## src/rtl/int_to_flop_pkg.sv

```systemverilog
// Shared flop word format, FSM encoding and payload struct for the integer-to-flop converter.
package int_to_flop_pkg;

   localparam int unsigned FLOP_W        = 13;
   localparam int unsigned FLOP_SIGN     = 12;
   localparam int unsigned FLOP_MANT_MSB = 11;
   localparam int unsigned FLOP_MANT_LSB = 4;
   localparam int unsigned FLOP_EXP_MSB  = 3;
   localparam int unsigned FLOP_EXP_LSB  = 0;
   localparam int unsigned MANT_W        = FLOP_MANT_MSB - FLOP_MANT_LSB + 1;
   localparam int unsigned EXP_W         = FLOP_EXP_MSB - FLOP_EXP_LSB + 1;
   localparam logic        FLOP_POS      = 1'b1;

   typedef enum logic [2:0] {
      ST_IDLE  = 3'd0,
      ST_ABS   = 3'd1,
      ST_SHIFT = 3'd2,
      ST_ROUND = 3'd3,
      ST_DONE  = 3'd4
   } state_t;

   // Flop word layout: {sign, mantissa, exponent}; sign=1 means non-negative.
   typedef struct packed {
      logic              sign;
      logic [MANT_W-1:0] mant;
      logic [EXP_W-1:0]  exp;
   } flop_t;

endpackage

```

## src/rtl/flop_round.sv

```systemverilog
// Round-half-up of an 8-bit mantissa by its guard bit, renormalising on mantissa overflow.
module flop_round
   import int_to_flop_pkg::*;
(
   input  logic [MANT_W-1:0] mant,
   input  logic              guard,
   input  logic [EXP_W-1:0]  exp,
   output logic [MANT_W-1:0] mant_c,
   output logic [EXP_W-1:0]  exp_c
);

   logic [MANT_W:0] sum;

   // A carry out of the mantissa means the value hit 2^8; renormalise to 128 * 2^(E+1).
   always_comb begin
      sum    = {1'b0, mant} + (MANT_W+1)'(guard);
      mant_c = sum[MANT_W-1:0];
      exp_c  = exp;
      if (sum[MANT_W]) begin
         mant_c = MANT_W'(1) << (MANT_W - 1);
         exp_c  = exp + EXP_W'(1);
      end
   end

endmodule

```

## src/rtl/int_to_flop.sv

```systemverilog
// Serial signed-integer to 13-bit flop converter: ABS, one right shift per cycle, round, hold.
module int_to_flop
   import int_to_flop_pkg::*;
#(
   parameter int unsigned IN_W = 16
) (
   input  logic                   clk,
   input  logic                   reset_n,
   input  logic signed [IN_W-1:0] in_int,
   input  logic                   in_valid,
   output logic                   in_ready,
   output logic [FLOP_W-1:0]      out_flop,
   output logic                   out_valid,
   input  logic                   out_ready,
   output logic                   busy
);

   state_t              state, state_nxt;
   logic [IN_W-1:0]     in_reg;
   logic [IN_W-1:0]     mag;
   logic [IN_W-1:0]     mag_abs_c;
   logic [EXP_W-1:0]    exp_r;
   logic                guard_r;
   logic                sign_r;
   flop_t               flop_r;
   logic [MANT_W-1:0]   rnd_mant_c;
   logic [EXP_W-1:0]    rnd_exp_c;
   logic                accept;
   logic                handshake;

   assign accept    = in_valid && (state == ST_IDLE);
   assign handshake = out_valid && out_ready;
   assign out_flop  = flop_r;

   // Magnitude of the captured integer; the most negative input maps to 2^(IN_W-1) unsigned.
   always_comb begin
      mag_abs_c = in_reg;
      if (in_reg[IN_W-1]) mag_abs_c = IN_W'(0) - in_reg;
   end

   flop_round u_round (
      .mant   (mag[MANT_W-1:0]),
      .guard  (guard_r),
      .exp    (exp_r),
      .mant_c (rnd_mant_c),
      .exp_c  (rnd_exp_c)
   );

   // State register.
   always_ff @(posedge clk or negedge reset_n) begin
      if (!reset_n) state <= ST_IDLE;
      else          state <= state_nxt;
   end

   // Next-state: shifting continues until the magnitude fits in the 8-bit mantissa.
   always_comb begin
      state_nxt = state;
      unique case (state)
         ST_IDLE:  if (accept) state_nxt = ST_ABS;
         ST_ABS:   state_nxt = ((mag_abs_c >> MANT_W) != '0) ? ST_SHIFT : ST_ROUND;
         ST_SHIFT: state_nxt = ((mag >> (MANT_W + 1)) != '0) ? ST_SHIFT : ST_ROUND;
         ST_ROUND: state_nxt = ST_DONE;
         ST_DONE:  if (handshake) state_nxt = ST_IDLE;
         default:  state_nxt = ST_IDLE;
      endcase
   end

   // Status decode of the state register.
   always_comb begin
      in_ready = 1'b0;
      busy     = 1'b1;
      if (state == ST_IDLE) begin
         in_ready = 1'b1;
         busy     = 1'b0;
      end
   end

   // Datapath: capture, magnitude/sign, shift with guard, result load and output valid.
   always_ff @(posedge clk or negedge reset_n) begin
      if (!reset_n) begin
         in_reg    <= '0;
         mag       <= '0;
         exp_r     <= '0;
         guard_r   <= 1'b0;
         sign_r    <= FLOP_POS;
         flop_r    <= '0;
         out_valid <= 1'b0;
      end else begin
         unique case (state)
            ST_IDLE: begin
               if (accept) in_reg <= in_int;
            end
            ST_ABS: begin
               sign_r  <= ~in_reg[IN_W-1];
               mag     <= mag_abs_c;
               exp_r   <= '0;
               guard_r <= 1'b0;
            end
            ST_SHIFT: begin
               guard_r <= mag[0];
               mag     <= mag >> 1;
               exp_r   <= exp_r + EXP_W'(1);
            end
            ST_ROUND: begin
               flop_r <= '{sign: sign_r, mant: rnd_mant_c, exp: rnd_exp_c};
            end
            ST_DONE: begin
               out_valid <= !handshake;
            end
            default: out_valid <= 1'b0;
         endcase
      end
   end

endmodule
```

## config.mk

```make
export PLATFORM = sky130hd
export DESIGN_NAME = int_to_flop
export DESIGN_NICKNAME = d
export VERILOG_FILES = /design/src/rtl/int_to_flop_pkg.sv /design/src/rtl/flop_round.sv /design/src/rtl/int_to_flop.sv
export SDC_FILE = /design/constraint.sdc
export NUM_CORES = 1
export LEC_CHECK = 0
export ABC_CLOCK_PERIOD_IN_PS = 6150
export CAP_MARGIN = 20
export CELL_PAD_IN_SITES_DETAIL_PLACEMENT = 0
export CELL_PAD_IN_SITES_GLOBAL_PLACEMENT = 1
export CORE_ASPECT_RATIO = 0.9
export CORE_MARGIN = 2
export CORE_UTILIZATION = 47
export DETAILED_ROUTE_END_ITERATION = 10
export PLACE_DENSITY_LB_ADDON = 0.1
export SYNTH_ARGS = -nofsm -noshare
export SYNTH_HDL_FRONTEND = slang
export SYNTH_HIERARCHICAL = 1
export SYNTH_SLANG_ARGS = --single-unit
```

## constraint.sdc

```tcl
create_clock -name clk -period 6.15 [get_ports clk]
set_input_delay 1.23 -clock clk [delete_from_list [all_inputs] [get_ports clk]]
set_output_delay 1.23 -clock clk [all_outputs]
set_load 0.01 [all_outputs]
```

---- Word level (Yosys, flattened, before mapping) ----
Cells that the tools add are included.
cells by class
  add/sub/neg operators ................... 3
  muxes and demuxes ....................... 14
  equal/unequal tests ..................... 6
  reductions and logical operators ........ 10
  bitwise logic cells ..................... 1
operators by type and width
  kind                   count
  $pmux 16 s2            1
  $reduce_bool 16->1     2
  $mux 16                1
  $sub 1x16->16 const A  1
  $pmux 3 s5             1
  $add 8x1->9            1
  $mux 8                 1
  $pmux 4 s2             1
  $eq 3x2->1 const B     2
  $mux 3                 2
  $add 4x1->4 const B    1
  $mux 1                 4
  $mux 4                 1
  $ne 2x2->1 const B     2
  $pmux 1 s2             2
  $reduce_and 2->1       2
  $reduce_or 4->1        1
  $eq 3x1->1 const B     1
  $eq 3x3->1 const B     1
  $logic_not 3->1        1
  $logic_and 1x1->1      2
  $reduce_bool 2->1      1
  $logic_not 1->1        1
  $not 1->1              1
word-level totals
  output and inout port bits .............. 16
  word-level logic and storage cells ...... 44
  flip-flop bits (word level) ............. 55
  input port bits ......................... 20

---- Depth between registers and ports, before layout ----
Gate-level depths: netlist of the first run.
  depth in word-level cells ............... 5
  depth in mapped cells ................... 7
  gate-level depth less buffers ........... 6

---- By module ----
Netlist of the first run, hierarchy kept.
by module, submodules not included
  module       times used  area each (um^2)  cells an instance  sequential area each (um^2)
  int_to_flop  1           2602.5            225                1377.6
  flop_round   1           272.8             32                 0.0

---- Least setup slack after synthesis of the first run ----
No wires, ideal clock.
  path type ............................... flip-flop to output port
  start point ............................. register state[1]
  end point ............................... output port in_ready
  data required time ...................... 4.920 ns
  stages on the path, launching flop included .. 3
  slack ................................... 3.947 ns
  path buffers ............................ 0
  arrival ................................. 0.973 ns
  cell sequence ........................... dfrtp_1 or3_1 inv_1
on the way
  cells in the longest elaborated chain, start to end .. 2
ends and longest elaborated chain
  what                    RTL line           source
  from (decl)             int_to_flop.sv:18  state_t state, state_nxt;
  from (signal assigned)  int_to_flop.sv:52  else state <= state_nxt;
  $logic_not 3->1         int_to_flop.sv:72  if (state == ST_IDLE) begin
  $mux 1                  int_to_flop.sv:72
  to (decl)               int_to_flop.sv:11  output logic in_ready,
Every way passes these cells.

---- Worst setup path after layout of the first run ----
Same ends and word-level chain as after synthesis.

==> run_results.csv, run 1 <==
group,metric,value,unit
status,status,"completed",
routing,via_per_inst,5.51,
cts,path_clk_slew,100,ps
routing,drt_iter0_markers,81,
global_route,grt.total_usage,17.1,%
cts,h-tree-depth,2,
global_route,first_global_vias,1821,
critical_path,critical_path.max_fanout,8,
routing,drtPass1Iterations,4,
synthesis,synth_top_family_by_area,"simple AND/OR/NAND/NOR gates",
cts,clk_latency,310,ps
timing,setup_viol,0,
synthesis,synthSimpleGateAreaFrac,14.1,%
synthesis,syn_area_per_cell,11.2,µm²
cells_and_area,finalNonFillerCells,360,
cts,postCtsHoldBufs,0,
synthesis,synth.ff_latch_count,55,
timing,fin_skew,11.1,ps
critical_path,critPathLaunch,"state[1]",
floorplan,die_area,0.00676,mm²
timing,setup_tns,0,ps
floorplan,start_util,47.8,%
power,p_leak,1.45,nW
power,powerDensity,511,mW/mm²
synthesis,netlist-cell-type-count,46,
timing,maxSlewViolCount,0,
synthesis,synthAdderAreaFrac,2.18,%
critical_path,reg2reg_setup_slack,3990,ps
routing,antenna_left,0,
placed_design,portBuffers,35,
synthesis,syn_inst,257,
routing,wl_per_cell,14.3,µm
synthesis,async_reset_ff_share,100,%
timing,min_period,3010,ps
critical_path,path_cells,"or3_1, inv_1, clkdlybuf4s50_1",
critical_path,cpPeakStageDelay,530,ps
placed_design,gp_congestion,0.755,
timing,timing.slew.headroom,46.7,%
routing,num_vias,1982,
cells_and_area,area_growth,17.4,%
timing,rsz0062_at_grt,"false",
timing,hold_violations,0,
routing,routed_wl,5150,µm
synthesis,muxShareOfSynthArea,12.4,%
cts,clockBufferDepth,2,
global_route,antenna_found_initial,0,
timing,worst_hold_slack,489,ps
synthesis,synth_compound_area_share,13.2,%
floorplan,std_cell_rows,27,
critical_path,r2r_cells,5,
synthesis,mappedNetlistArea,0.00288,mm²
cts,tritoncts,"built",
synthesis,yosysWarnings,6,
routing,drc,0,
cts,ctsResizeCount,0,
critical_path,crit_arrival,1780,ps
timing,period_share,49.0,%
global_route,overflow,0,
min_path,worstHoldPathType,"flip-flop to flip-flop",
cts,cts_sinks,55,
critical_path,setup.worst_path.start_class,"flip-flop",
floorplan,coreArea,0.00601,mm²
critical_path,worstSetupEndpointType,"output pin",
synthesis,synth_nets,282,
min_path,hold_start,"sign_r",
critical_path,required,4920,ps
cells_and_area,drive_above_1_share,17.7,%
cts,cts_made_buffers,5,
global_route,grt_max_degree,56,
floorplan,die_w,86.4,µm
critical_path,r2r-end,"state[0]",
power,vdd_drop_max,0.274,mV
cells_and_area,fillers,568,
placed_design,numPlacedInstances,352,
cts,cts_setup_buffers,0,
synthesis,ys_seq_area_share,47.9,%
synthesis,synth_xor_area_share,6.70,%
floorplan,ios,36,
critical_path,reg2reg_from,"in_reg[5]",
flow_run,drv_cap,0,
floorplan,die_h,78.2,µm
global_route,grt_pass1_wl,8940,µm
critical_path,cp_slowest_cell,"clkdlybuf4s50_1",
synthesis,ys.flop_type,"dfrtp_1",
cts,clockRootBuffer,"clkbuf_8",
placed_design,dpl.hpwl,3590,µm
timing,worstMarginPinSlew,800,ps
synthesis,synth_enable_flop_cells,0,
min_path,hold_path_end,"sign_r",
min_path,holdPathStages,2,
cells_and_area,diodes,0,
critical_path,critPathKind,"flip-flop to output pin",
cells_and_area,nets,312,
timing,timing.fmax,332,MHz
-- critical path: cells and delay by family, from the launching register on --
kind / cells / cell delay (ps)
flip-flops: 1 / 460
AND/OR/NAND/NOR: 1 / 410
buffers and inverters: 2 / 600
-- layer usage --
metal  track usage (%)  vias up  part of all wire (%)
li1                  -      979                     -
met1              25.8      969                    52
met2              23.7       32                    44
met3              5.15        2                   3.9
met4              4.69        0                  0.74
met5                 0        -                     0
-- placed cells by master (no fill, tap or decap), types with 3 or more instances in the layout --
cell	netlist	layout
a22oi_1	13	13
inv_1	8	8
nor3_1	5	5
nor3_2	3	3
ha_1	5	5
nand2_1	20	20
buf_4	0	3
o21ai_0	22	22
clkdlybuf4s50_1	0	34
xnor2_1	6	6
nor2_1	9	9
mux2_2	28	28
nand3_1	7	7
clkbuf_8	0	5
nand4b_1	3	3
xor2_1	16	16
dfrtp_1	54	54
o31ai_1	3	3
mux2i_1	3	3
nor4_1	3	3
-- where the power goes --
| group | switching (W) | total, W | internal (W) |
|---|---|---|---|
| registers | 0.000218 | 0.000745 | 0.000528 |
| logic | 0.000337 | 0.000741 | 0.000404 |
| clock network | 0.000118 | 0.000240 | 0.000122 |
-- per-stage QoR --
step / utilization (%) / setup slack, ps / cell area [µm²] / total power [W]
2_1_floorplan: - / 3950 / 2880 / 0.00125
3_3_place_gp: 54.4 / 3300 / 3270 / 0.00149
3_5_place_dp: 54.4 / 3260 / 3270 / 0.00150
4_1_cts: 56.1 / 3120 / 3380 / 0.00175
5_1_grt: 56.1 / 3020 / 3380 / 0.00188
6_report: 56.1 / 3140 / 3380 / 0.00173
-- final cells by class --
type / instances / area, µm² / share of cell area [%]
sequential: 55 / 1380 / 40.8
clock buffer: 7 / 76.3 / 2.26
tap: 72 / 90.1 / 2.67
timing repair buffer: 38 / 368 / 10.9
inverter: 8 / 30.0 / 0.890
clock inverter: 1 / 30.0 / 0.890
multi-input combinational: 179 / 1400 / 41.6
-- kinds of logic after synthesis --
logic type      count (synthesis)
fa+ha+maj                       5
buf+inv                        23
xor+xnor                       22
mux                            32
simple gates                   68
flops                          55
compound gates                 52
-- synthesized netlist by cell type (2+ instances only) --
| cell type | number | area [µm²] |
|---|---|---|
| a211oi_1 | 2 | 15.0 |
| a221o_1 | 2 | 20.0 |
| a22o_1 | 2 | 17.5 |
| a22oi_1 | 13 | 97.6 |
| buf_2 | 4 | 20.0 |
| clkbuf_1 | 9 | 33.8 |
| dfrtp_1 | 54 | 1350 |
| ha_1 | 5 | 62.6 |
| inv_1 | 8 | 30.0 |
| mux2_2 | 28 | 315 |
| mux2i_1 | 3 | 30.0 |
| nand2_1 | 20 | 75.1 |
| nand3_1 | 7 | 35.0 |
| nand3b_1 | 2 | 15.0 |
| nand4_4 | 2 | 42.5 |
| nand4b_1 | 3 | 26.3 |
| nor2_1 | 9 | 33.8 |
| nor2b_1 | 2 | 12.5 |
| nor3_1 | 5 | 25.0 |
| nor3_2 | 3 | 30.0 |
| nor3b_1 | 2 | 15.0 |
| nor4_1 | 3 | 18.8 |
| o21ai_0 | 22 | 110 |
| o31ai_1 | 3 | 22.5 |
| o31ai_4 | 2 | 42.5 |
| or3_1 | 2 | 12.5 |
| xnor2_1 | 6 | 52.6 |
| xor2_1 | 16 | 140 |
-- worst max-delay path by stage --
stage,end,slack [ps],cells after the start
floorplan,in_ready,3950,2
global placement,in_reg[4],3300,3
detailed placement,in_reg[12],3260,3
CTS,in_ready,3120,3
global route,in_ready,3020,3
finish,in_ready,3140,3
(Power assumes the default switching activity.)
==> inputs of run 2 (changes only) <==
- ABC_CLOCK_PERIOD_IN_PS: 6150 -> 3100
- CORE_UTILIZATION: 47 -> 44
- clock period: 6.15 -> 3.1 ns (I/O delays scaled with it)
==> run 2 against run 1 <==
Effect of this change:
- global-route usage is 0.69 points lower
- highest routed layer unchanged
- hold slack lost 260 ps
- largest cell class unchanged
- non-clock buffer count rose by 1
- critical endpoint unchanged
- sequential share of layout area decreased by 0.32 points
- clock power increased by 97%
- register-to-register slack lost 3000 ps
- power rose by 99%
- combinational power increased by 98%
- routed wire length grew 3.2%
- sequential cell count did not move
- utilization decreased by 1.4 points
- sequential power increased by 99%
==> run_results.csv, run 2 (synthesis gave the netlist of run 1 again) <==
group,metric,value,unit
status,status,"completed",
floorplan,coreArea,0.00622,mm²
power,power.share.clock,13.8,%
cells_and_area,final_common_cell,"dfrtp_1",
timing,timing.fmax,415,MHz
power,powerDensity,1010,mW/mm²
cts,path_clk_slew,90,ps
floorplan,die_h,80.7,µm
critical_path,setup.worst_path.start_class,"flip-flop",
cells_and_area,utilization,54.7,%
timing,min_period,2410,ps
floorplan,std_cell_rows,27,
critical_path,required,2480,ps
routing,top_layer_used,"met4",
routing,drtPass1Iterations,6,
cts,cts_setup_buffers,0,
power,p_sw_share,39.1,%
global_route,first_global_vias,1846,
timing,worstMarginPinSlew,836,ps
cts,ctsResizeCount,0,
placed_design,dpl.hpwl,3830,µm
cts,tritoncts,"built",
routing,wl_per_cell,14.1,µm
cells_and_area,finalNonFillerCells,376,
routing,routed_wl,5320,µm
power,p_leak,1.45,nW
global_route,grt_max_degree,24,
routing,dr_wl_met3,164,µm
routing,wl_met1,2780,µm
power,combinationalPowerShare,43.0,%
timing,maxSlewViolCount,0,
routing,via_per_inst,5.30,
timing,setup_tns,0,ps
floorplan,start_util,46.3,%
routing,dr_wl_met2,2280,µm
cts,h-tree-depth,2,
placed_design,numPlacedInstances,368,
cts,cts_made_buffers,5,
critical_path,reg2reg_setup_slack,980,ps
routing,num_vias,1992,
cells_and_area,final_cell_mix,"54 x dfrtp_1, 34 x clkdlybuf4s50_1, 28 x mux2_2",
cells_and_area,nets,313,
critical_path,worstSetupEndpointType,"output pin",
floorplan,ios,36,
power,vdd_drop_max,0.475,mV
routing,antenna_left,0,
floorplan,die_area,0.00720,mm²
cts,postCtsHoldBufs,0,
cells_and_area,diodes,0,
placed_design,portBuffers,35,
global_route,antenna_found_initial,0,
cells_and_area,area_growth,18.3,%
timing,fin_skew,3.48,ps
cts,clockRootBuffer,"clkbuf_8",
global_route,overflow,0,
critical_path,critPathKind,"flip-flop to output pin",
min_path,worstHoldPathType,"input port to async pin",
timing,rsz0062_at_grt,"false",
placed_design,dp_slack,848,ps
cts,clockBufferDepth,2,
cts,clk_latency,310,ps
timing,hold_violations,0,
timing,setup_viol,0,
cts,cts_sinks,55,
routing,drt_iter0_markers,98,
power,pwr-share-seq,43.2,%
placed_design,gp_congestion,0.756,
flow_run,drv_cap,0,
power,p_int,0.00209,W
power,p_switching,0.00134,W
cells_and_area,drive_above_1_share,18.0,%
critical_path,critical_path.max_fanout,8,
floorplan,die_w,89.2,µm
timing,worst_hold_slack,225,ps
timing,timing.slew.headroom,44.3,%
critical_path,crit_arrival,1790,ps
global_route,grt.total_usage,16.4,%
timing,period_share,77.7,%
routing,drc,0,
global_route,grt_pass1_wl,9050,µm
timing,layout_setup_ws,692,ps
==> run 2: worst paths after layout <==
path / endpoint / depth (start not counted) / startpoint
max: in_ready / 3 / state[1]
min: state[1] / 1 / reset_n
max reg2reg: state[0] / 5 / in_reg[5]
min reg2reg: sign_r / 2 / sign_r
max in group asynchronous: sign_r / 2 / reset_n
min in group clk: sign_r / 2 / sign_r
==> run 2: critical path, stage by stage (launching register included) <==
cell             delay (ps)
dfrtp_1                 460
or3_1                   400
inv_1                    90
clkdlybuf4s50_1         530
==> run 2: per-layer routing <==
| layer | vias up | global-route usage (%) |
|---|---|---|
| met2 | 32 | 23.6 |
| met5 | - | 0 |
| met4 | 0 | 6.27 |
| li1 | 988 | - |
| met3 | 8 | 3.08 |
| met1 | 964 | 24.2 |
==> run 2: power by group through the flow <==
stage / Sequential [W] / Combinational (W) / Clock, W
global placement: 0.00149 / 0.00148 / 0
global route: 0.00155 / 0.00168 / 0.000521
CTS: 0.00148 / 0.00150 / 0.000491
floorplan: 0.00136 / 0.00112 / 0
finish: 0.00148 / 0.00147 / 0.000473
detailed placement: 0.00150 / 0.00150 / 0
==> run 2: cell type report <==
cell class | count | area (µm²)
Multi-Input combinational cell | 179 | 1400
Tap cell | 87 | 109
Clock inverter | 1 | 30.0
Sequential cell | 55 | 1380
Timing Repair Buffer | 39 | 375
Clock buffer | 7 | 76.3
Inverter | 8 | 30.0
Fill cell | 605 | 2810
==> run 2: per-stage QoR <==
stage | total power, W | instance area [µm²]
floorplan | 0.00249 | 2880
finish | 0.00343 | 3400
global placement | 0.00297 | 3300
detailed placement | 0.00299 | 3300
CTS | 0.00348 | 3400
global route | 0.00375 | 3400
